<file path="config.mk">
export PLATFORM = sky130hd
export DESIGN_NAME = ca_code_gen_flat
export DESIGN_NICKNAME = d
export VERILOG_FILES = /design/src/rtl/ca_code_if.sv /design/src/rtl/ca_code_gen.sv /design/src/flat_wrapper.sv
export SDC_FILE = /design/constraint.sdc
export NUM_CORES = 1
export LEC_CHECK = 0
export ABC_AREA = 1
export ABC_CLOCK_PERIOD_IN_PS = 4300
export CORE_MARGIN = 8
export CORE_UTILIZATION = 55
export CTS_BUF_LIST = sky130_fd_sc_hd__clkbuf_8
export CTS_CLUSTER_DIAMETER = 100
export CTS_CLUSTER_SIZE = 30
export DETAILED_ROUTE_END_ITERATION = 7
export PLACE_DENSITY_LB_ADDON = 0.12
export SETUP_SLACK_MARGIN = 0.2
export SYNTH_ARGS = -nofsm -noshare
export SYNTH_HDL_FRONTEND = slang
export SYNTH_SLANG_ARGS = --single-unit
</file>
<file path="constraint.sdc">
create_clock -name clk -period 4.3 [get_ports clk]
set_input_delay 0.86 -clock clk [delete_from_list [all_inputs] [get_ports clk]]
set_output_delay 0.86 -clock clk [all_outputs]
set_load 0.1 [all_outputs]
</file>
<file path="src/rtl/ca_code_if.sv">
// ca_code_if: chip-strobe/load controls in, Gold-code chip, index and epoch strobes out.
//   master: drives chip_clk, enable, load, prn; observes chip, chip_idx, epoch, ms_cnt, bit_edge, valid, prn_err
//   slave : the code generator side of the same signals
interface ca_code_if;
    logic       chip_clk;
    logic       enable;
    logic       load;
    logic [5:0] prn;
    logic       chip;
    logic [9:0] chip_idx;
    logic       epoch;
    logic [4:0] ms_cnt;
    logic       bit_edge;
    logic       valid;
    logic       prn_err;
    modport master (
        output chip_clk, enable, load, prn,
        input  chip, chip_idx, epoch, ms_cnt, bit_edge, valid, prn_err
    );
    modport slave (
        input  chip_clk, enable, load, prn,
        output chip, chip_idx, epoch, ms_cnt, bit_edge, valid, prn_err
    );
endinterface

</file>
<file path="src/rtl/ca_code_gen.sv">
// ca_code_gen: GPS L1 C/A Gold-code generator advanced by rising edges of the DDS chip clock.
//   clk, rst_n : system clock, asynchronous active-low reset
//   bus        : ca_code_if slave (chip_clk/enable/load/prn in; chip, chip_idx, epoch,
//                ms_cnt, bit_edge, valid, prn_err out)
module ca_code_gen #(
    parameter int MS_PER_BIT = 20
) (
    input logic      clk,
    input logic      rst_n,
    ca_code_if.slave bus
);
    // G2 phase-selector stage pairs {A,B} (1-based, hex nibbles) for PRN 1..32
    localparam logic [7:0] TAPS [32] = '{
        8'h26, 8'h37, 8'h48, 8'h59, 8'h19, 8'h2a, 8'h18, 8'h29,
        8'h3a, 8'h23, 8'h34, 8'h56, 8'h67, 8'h78, 8'h89, 8'h9a,
        8'h14, 8'h25, 8'h36, 8'h47, 8'h58, 8'h69, 8'h13, 8'h46,
        8'h57, 8'h68, 8'h79, 8'h8a, 8'h16, 8'h27, 8'h38, 8'h49
    };
    logic       chip_clk_q;
    logic [5:0] prn_q;
    logic [9:0] g1, g2, idx, sel;
    logic [4:0] ms;
    logic [7:0] tap;
    logic       epoch, bit_edge, valid, prn_err;
    logic       stb, wrap, last, legal;
    assign stb   = bus.chip_clk & ~chip_clk_q & bus.enable & valid;
    assign wrap  = idx == 10'd1022;
    assign last  = ms == 5'(MS_PER_BIT - 1);
    assign legal = bus.prn != 6'd0 && bus.prn <= 6'd32;
    // PRN 32 maps to index 31 through the 5-bit wrap; illegal PRNs are masked by valid
    assign tap   = TAPS[prn_q[4:0] - 5'd1];
    assign sel   = (10'd1 << (tap[7:4] - 4'd1)) | (10'd1 << (tap[3:0] - 4'd1));
    // g1[k-1] is stage k, so bit 9 is s10
    assign bus.chip     = valid & (g1[9] ^ (^(g2 & sel)));
    assign bus.chip_idx = idx;
    assign bus.epoch    = epoch;
    assign bus.ms_cnt   = ms;
    assign bus.bit_edge = bit_edge;
    assign bus.valid    = valid;
    assign bus.prn_err  = prn_err;
    always_ff @(posedge clk or negedge rst_n) begin
        if (!rst_n) begin
            chip_clk_q <= 1'b0;
            prn_q      <= '0;
            g1         <= '1;
            g2         <= '1;
            idx        <= '0;
            ms         <= '0;
            epoch      <= 1'b0;
            bit_edge   <= 1'b0;
            valid      <= 1'b0;
            prn_err    <= 1'b0;
        end else begin
            chip_clk_q <= bus.chip_clk;
            epoch      <= 1'b0;
            bit_edge   <= 1'b0;
            if (bus.load) begin
                prn_q   <= bus.prn;
                valid   <= legal;
                prn_err <= ~legal;
                g1      <= '1;
                g2      <= '1;
                idx     <= '0;
                ms      <= '0;
            end else if (stb) begin
                g1  <= {g1[8:0], g1[2] ^ g1[9]};
                g2  <= {g2[8:0], g2[1] ^ g2[2] ^ g2[5] ^ g2[7] ^ g2[8] ^ g2[9]};
                idx <= wrap ? 10'd0 : idx + 10'd1;
                if (wrap) begin
                    epoch    <= 1'b1;
                    bit_edge <= last;
                    ms       <= last ? 5'd0 : ms + 5'd1;
                end
            end
        end
    end
endmodule

</file>
<file path="src/flat_wrapper.sv">
// flat-port wrapper written by rule: the top's interface ports become plain ports
module ca_code_gen_flat 
#(
    parameter int MS_PER_BIT = 20
)
  (clk, rst_n, bus_chip_clk, bus_enable, bus_load, bus_prn, bus_chip, bus_chip_idx, bus_epoch, bus_ms_cnt, bus_bit_edge, bus_valid, bus_prn_err);
  ca_code_if bus_i ();
  input logic clk;
  input logic rst_n;
  input wire logic [$bits(bus_i.chip_clk)-1:0] bus_chip_clk;
  input wire logic [$bits(bus_i.enable)-1:0] bus_enable;
  input wire logic [$bits(bus_i.load)-1:0] bus_load;
  input wire logic [$bits(bus_i.prn)-1:0] bus_prn;
  output wire logic [$bits(bus_i.chip)-1:0] bus_chip;
  output wire logic [$bits(bus_i.chip_idx)-1:0] bus_chip_idx;
  output wire logic [$bits(bus_i.epoch)-1:0] bus_epoch;
  output wire logic [$bits(bus_i.ms_cnt)-1:0] bus_ms_cnt;
  output wire logic [$bits(bus_i.bit_edge)-1:0] bus_bit_edge;
  output wire logic [$bits(bus_i.valid)-1:0] bus_valid;
  output wire logic [$bits(bus_i.prn_err)-1:0] bus_prn_err;
  assign bus_i.chip_clk = bus_chip_clk;
  assign bus_i.enable = bus_enable;
  assign bus_i.load = bus_load;
  assign bus_i.prn = bus_prn;
  assign bus_chip = bus_i.chip;
  assign bus_chip_idx = bus_i.chip_idx;
  assign bus_epoch = bus_i.epoch;
  assign bus_ms_cnt = bus_i.ms_cnt;
  assign bus_bit_edge = bus_i.bit_edge;
  assign bus_valid = bus_i.valid;
  assign bus_prn_err = bus_i.prn_err;
  ca_code_gen #(.MS_PER_BIT(MS_PER_BIT)) u_core (.clk(clk), .rst_n(rst_n), .bus(bus_i));
endmodule
</file>
# --- Word-level counts from Yosys, hierarchy flattened ---
# Memory sizes are Yosys's and may differ from the RTL's.
# Cells that the tools add are included.
# Widths: inputs -> output; s select.
word_totals:
  reg_bits: 45
  mem_count: 1
  inputBits: 11
  mem_bits_ro: 256
  out_inout_bits: 20
memory_table:
  columns: ["name", "words", "width", "read_ports", "rd_clocked_by_memory_dff", "wr", "line_no", "text"]
  rows:
  - ["(name not given)", 32, 8, 1, 0, 0, "ca_code_gen.sv:31", "assign tap = TAPS[prn_q[4:0] - 5'd1];"]
op_classes:
  n_bitwise: 16
  order_cmp: 2
  addsub: 5
  n_eq_ne: 2
  shifts: 2
  reduce_logical: 6
  mux: 19
ops:
  columns: ["cell", "n"]
  rows:
  - ["$mux 10", 7]
  - ["$mux 5", 4]
  - ["$shl 1x4->10 const A", 2]
  - ["$mux 8", 2]
  - ["$add 10x1->10 const B", 1]
  - ["$and 10x10->10", 1]
  - ["$eq 10x10->1 const B", 1]
  - ["$or 10x10->10", 1]
  - ["$reduce_xor 10->1", 1]
  - ["$sub 4x1->4 const B", 2]
  - ["$xor 1x1->1", 7]
  - ["$ge 6x6->1 const B", 1]
  - ["$le 6x6->1 const B", 1]
  - ["$mux 1", 6]
  - ["$not 5->6", 1]
  - ["$reduce_bool 6->1", 1]
  - ["$add 5x1->5 const B", 1]
  - ["$eq 5x5->1 const B", 1]
  - ["$sub 5x1->5 const B", 1]
  - ["$and 1x1->1", 4]
  - ["$reduce_bool 2->1", 2]
  - ["$not 1->1", 2]
  - ["$reduce_and 2->1", 1]
  - ["$logic_and 1x1->1", 1]

# --- Depth between registers and ports, before layout ---
logic_depth:
  word_depth: 12
  mapped_depth: 26
  mapped_depth_nobuf: 26

# --- Least setup slack after synthesis ---
# OpenSTA, ideal clock, no wires.
synth_timing:
  path_kind: "register to output"
  from: "register u_core.prn_q[0]"
  to: "output port bus_chip"
  stages_incl_launch_ff: 22
  arrival_time_ns: 3.504
  setup_slack_ns: -0.064
  path_cell_list: "dfrtp_1 inv_2 ha_1 inv_1 ha_1 inv_1 nand2_1 nand2_1 nand3_1 nand3_1 nand2_2 nor2_4 nand2_1 a21oi_1 nand2_1 nand2_1 nand2_1 nand2_1 nand2_1 nand2_1 nand2_1 a21oi_2"
synth_via:
  elab_chain_cells: 12
  elab_cells_between_ends: 14
  classes_between: "add/sub: 3; shift: 2; mux: 2; bitwise: 5; reduce/logical: 1; memory: 1"
synth_lines:
  columns: ["element", "line_no", "text"]
  rows:
  - ["start, declared", "ca_code_gen.sv:20", "logic [5:0] prn_q;"]
  - ["start signal, assigned", "ca_code_gen.sv:58", "prn_q <= bus.prn;"]
  - ["$sub 5x1->5 (*)", "ca_code_gen.sv:31", null]
  - ["$not 5->6 (implied by the code) (*)", "ca_code_gen.sv:31", null]
  - ["$mem_v2 32x8 (*)", null, null]
  - ["$mux 8 (implied by the code) (*) (2 in a row)", "ca_code_gen.sv:31", null]
  - ["$sub 4x1->4", "ca_code_gen.sv:32", "assign sel = (10'd1 << (tap[7:4] - 4'd1)) | (10'd1 << (tap[3:0] - 4'd1));"]
  - ["$shl 1x4->10", "ca_code_gen.sv:32", null]
  - ["$or 10x10->10 (*)", "ca_code_gen.sv:32", null]
  - ["$and 10x10->10 (*)", "ca_code_gen.sv:34", "assign bus.chip = valid & (g1[9] ^ (^(g2 & sel)));"]
  - ["$reduce_xor 10->1 (*)", "ca_code_gen.sv:34", null]
  - ["$xor 1x1->1 (*)", "ca_code_gen.sv:34", null]
  - ["$and 1x1->1 (*)", "ca_code_gen.sv:34", null]
  - ["end, declared", "flat_wrapper.sv:14", "output wire logic [$bits(bus_i.chip)-1:0] bus_chip;"]
# Mark *: on every way between the ends. The rest lies on a longest branch, timed or not. The select of a mux whose other input is x is not followed.

# --- Final worst setup path ---
layout_timing:
  from: "register u_core.prn_q[1]"
  to: "output port bus_chip"
# The elaborated chain is that of the path after synthesis.

==> impl_metrics.env <==
export IMPL_tritoncts="done"
export IMPL_first_global_vias=2853
export IMPL_holdBufCountCts=0
export IMPL_synth_edf_count=0
export IMPL_yosys_area_top_type="dfrtp_1"
export IMPL_vdd_drop_max_mv=0.249
export IMPL_cts_num_sinks=45
export IMPL_cts_root_buffer="clkbuf_8"
export IMPL_fp_coreArea_um2=5820
export IMPL_utilization=0.694
export IMPL_antennaDiodeCount=0
export IMPL_crit_required_ns=3.44
export IMPL_grt_max_degree=46
export IMPL_cp_end_kind="output port"
export IMPL_synth_seq_area_share=0.355
export IMPL_p_per_area_nw_per_um2=361
export IMPL_period_share=0.924
export IMPL_skew_ns=0.00716
export IMPL_first_pass_iters=4
export IMPL_gp_congestion=0.873
export IMPL_syn_nets=457
export IMPL_regToRegSetupSlack_ns=2.00
export IMPL_hold_viol=0
export IMPL_vias=2942
export IMPL_setup_viol=0
export IMPL_path_max_fanout=7
export IMPL_status="complete, no violations"
export IMPL_synth_top_area_frac=0.193
export IMPL_min_period_ns=3.97
export IMPL_startpoint_type="flip-flop"
export IMPL_wl_um=7520
export IMPL_io_pins=31
export IMPL_drtAntennaViolNets=0
export IMPL_drc_errors=0
export IMPL_wl_per_cell_um=13.5
export IMPL_antenna_found_initial=0
export IMPL_fin_nets=502
export IMPL_netlist_cell_type_count=38
export IMPL_grt_use_total=0.177
export IMPL_syn_area_per_cell_um2=7.46
export IMPL_netlist_area_um2=3250
export IMPL_path_class="flip-flop to output port"
export IMPL_synth_area_leaders="dfrtp_1, dfstp_2, nand2_1"
export IMPL_slew_violations=0
export IMPL_fp_dieArea_um2=8620
export IMPL_hpwl_um=5360
export IMPL_htreeDepth=2
export IMPL_fillers=503
export IMPL_rows=28
export IMPL_clockBufferDepth=2
export IMPL_postPlaceCellArea_um2=3610
export IMPL_start_util=0.558
export IMPL_synth_async_reset_ratio=1.00
export IMPL_setup_tns_ns=0
export IMPL_rsz0062_at_grt="false"
export IMPL_die_h_um=92.8
export IMPL_cap_violations=0
export IMPL_numCtsBuffers=5
export IMPL_p_leak_nw=1.92
export IMPL_first_iter_violations=106
export IMPL_hold_class="flip-flop to flip-flop"
export IMPL_synthTopCellsByCount="nand2_1, inv_1, nand3_1"
export IMPL_drive_gt1_frac=0.291
export IMPL_drt_vias_per_instance=5.29
export IMPL_grt_overflow=0
export IMPL_synth_ff_type="dfrtp_1"
export IMPL_worst_pin_slew_ns=0.983
export IMPL_port_buffer_count=30
export IMPL_syn_inst=435
export IMPL_ys_warn_count=0
export IMPL_syn2layout_area_growth_pct=24.3
export IMPL_grt_first_pass_wirelength_um=12500
export IMPL_fmax_mhz=252
export IMPL_ys_seq_elements=45
export IMPL_clk_latency_ns=0.29
export IMPL_maxSlewHeadroom=0.343
export IMPL_die_w_um=92.8
export IMPL_synth_most_common_cell="nand2_1"
export IMPL_clk_pin_slew_ns=0.08
export IMPL_arrival_ns=3.11
export IMPL_final_area_um2=4030
logic make-up (layout without fill, tap and decap cells):
| group | after synthesis | in the layout | synth area share |
|---|---|---|---|
| and+or+nand+nor | 226 | 226 | 0.345 |
| buffers and inverters | 79 | 125 | 0.101 |
| AOI/OAI and AO/OA | 60 | 60 | 0.119 |
| DFF | 45 | 45 | 0.355 |
| xor gates and xnor gates | 13 | 13 | 0.0351 |
| adders and majority gates | 11 | 11 | 0.0424 |
| muxes | 1 | 1 | 0.00308 |
cell usage in the layout (no fill, tap or decap), types with 3 or more instances in the layout:
master            n
a21oi_2           4
inv_4             4
inv_1            57
ha_1              8
nor2_4            7
nor3_1            8
o21ai_0          17
nor2_1           16
nand2_4           8
xor2_1            6
nand2_1          93
clkbuf_8          6
a21oi_4           3
dfrtp_1          24
xnor2_1           7
nand4_1           8
o22ai_1           4
ha_4              3
dfstp_2          20
clkdlybuf4s50_1  28
nor3b_1           3
inv_2             7
buf_4            18
a22oi_1          17
nand3_2          14
nand3_1          29
a21oi_1           5
nand2_2          35
per-stage QoR:
| step | power (mW) | instances | hold WS [ns] | setup WS (ns) |
|---|---|---|---|---|
| final | 1.46 | 556 | 0.484 | 0.328 |
| after detailed placement | 1.07 | 533 | 0.474 | 0.111 |
| after global placement | 1.06 | 533 | 0.461 | 0.272 |
| after floorplan | 0.944 | 435 | 0.456 | 0.250 |
| after CTS | 1.35 | 543 | 0.487 | 0.230 |
| after global routing | 1.55 | 556 | 0.502 | 0.152 |
final cells by class:
| cell class | instances | area, µm² | area share |
|---|---|---|---|
| Timing Repair Buffer | 49 | 455 | 0.113 |
| Clock inverter | 2 | 7.51 | 0.00186 |
| Sequential cell | 45 | 1150 | 0.286 |
| Clock buffer | 6 | 82.6 | 0.0205 |
| Tap cell | 75 | 93.8 | 0.0233 |
| Inverter | 68 | 270 | 0.0670 |
| Multi-Input combinational cell | 311 | 1970 | 0.489 |
flip-flops by register name, summed over array words and instances, names as in the netlist, 5 cells and up:
name	count
u_core.bus.chip_idx	10
u_core.g1	10
u_core.g2	10
u_core.bus.ms_cnt	5
u_core.prn_q	5
worst paths after layout:
kind                                         from              endpoint  depth (start not counted)
min in group asynchronous                   rst_n  u_core.bus.ms_cnt[4]                          1
setup / recovery                  u_core.prn_q[1]              bus_chip                         22
hold / removal                       u_core.g1[6]          u_core.g1[7]                          2
setup reg to reg           u_core.bus.chip_idx[4]  u_core.bus.ms_cnt[1]                          7
max in group asynchronous                   rst_n       u_core.prn_q[1]                          1
hold reg to reg                      u_core.g1[6]          u_core.g1[7]                          2
power breakdown:
group | leakage, nW | total, mW | internal [mW] | switching [mW]
combinational | 1.33 | 0.757 | 0.278 | 0.479
sequential | 0.542 | 0.442 | 0.434 | 0.00843
clock | 0.0538 | 0.257 | 0.126 | 0.130
layer usage:
layer / up-vias / GRT usage / part of all wire
met3: 24 / 0.0299 / 0.026
met4: 0 / 0.102 / 0.032
met2: 53 / 0.294 / 0.50
li1: 1499 / - / -
met1: 1366 / 0.211 / 0.45
met5: - / 0 / 0
worst max-delay path, cell delays in order, from the launching register on:
cell      delay, ns
dfrtp_2        0.43
clkinv_4       0.07
ha_4           0.15
inv_4          0.05
ha_4           0.29
buf_8          0.14
nand2_2        0.07
nand2_1        0.06
nand3_1        0.09
nand3_2        0.10
nand2_4        0.10
nor2_4         0.17
nand2_1        0.11
a21oi_2        0.16
inv_1          0.05
nand3_1        0.09
nand2_2        0.08
inv_2          0.05
nand2_2        0.06
nand2_1        0.07
nand2_2        0.06
a21oi_4        0.17
buf_12         0.19
what timing repair did:
item | 4_1_cts | 5_1_grt
endpoints found under the hold margin | 0 | 0
endpoints found under the setup margin | 1 | 1
resized for setup | 11 | 52
buffers inserted | 2 | 13
pin swaps | 1 | 35
Power figures use the tool's default switching activity.
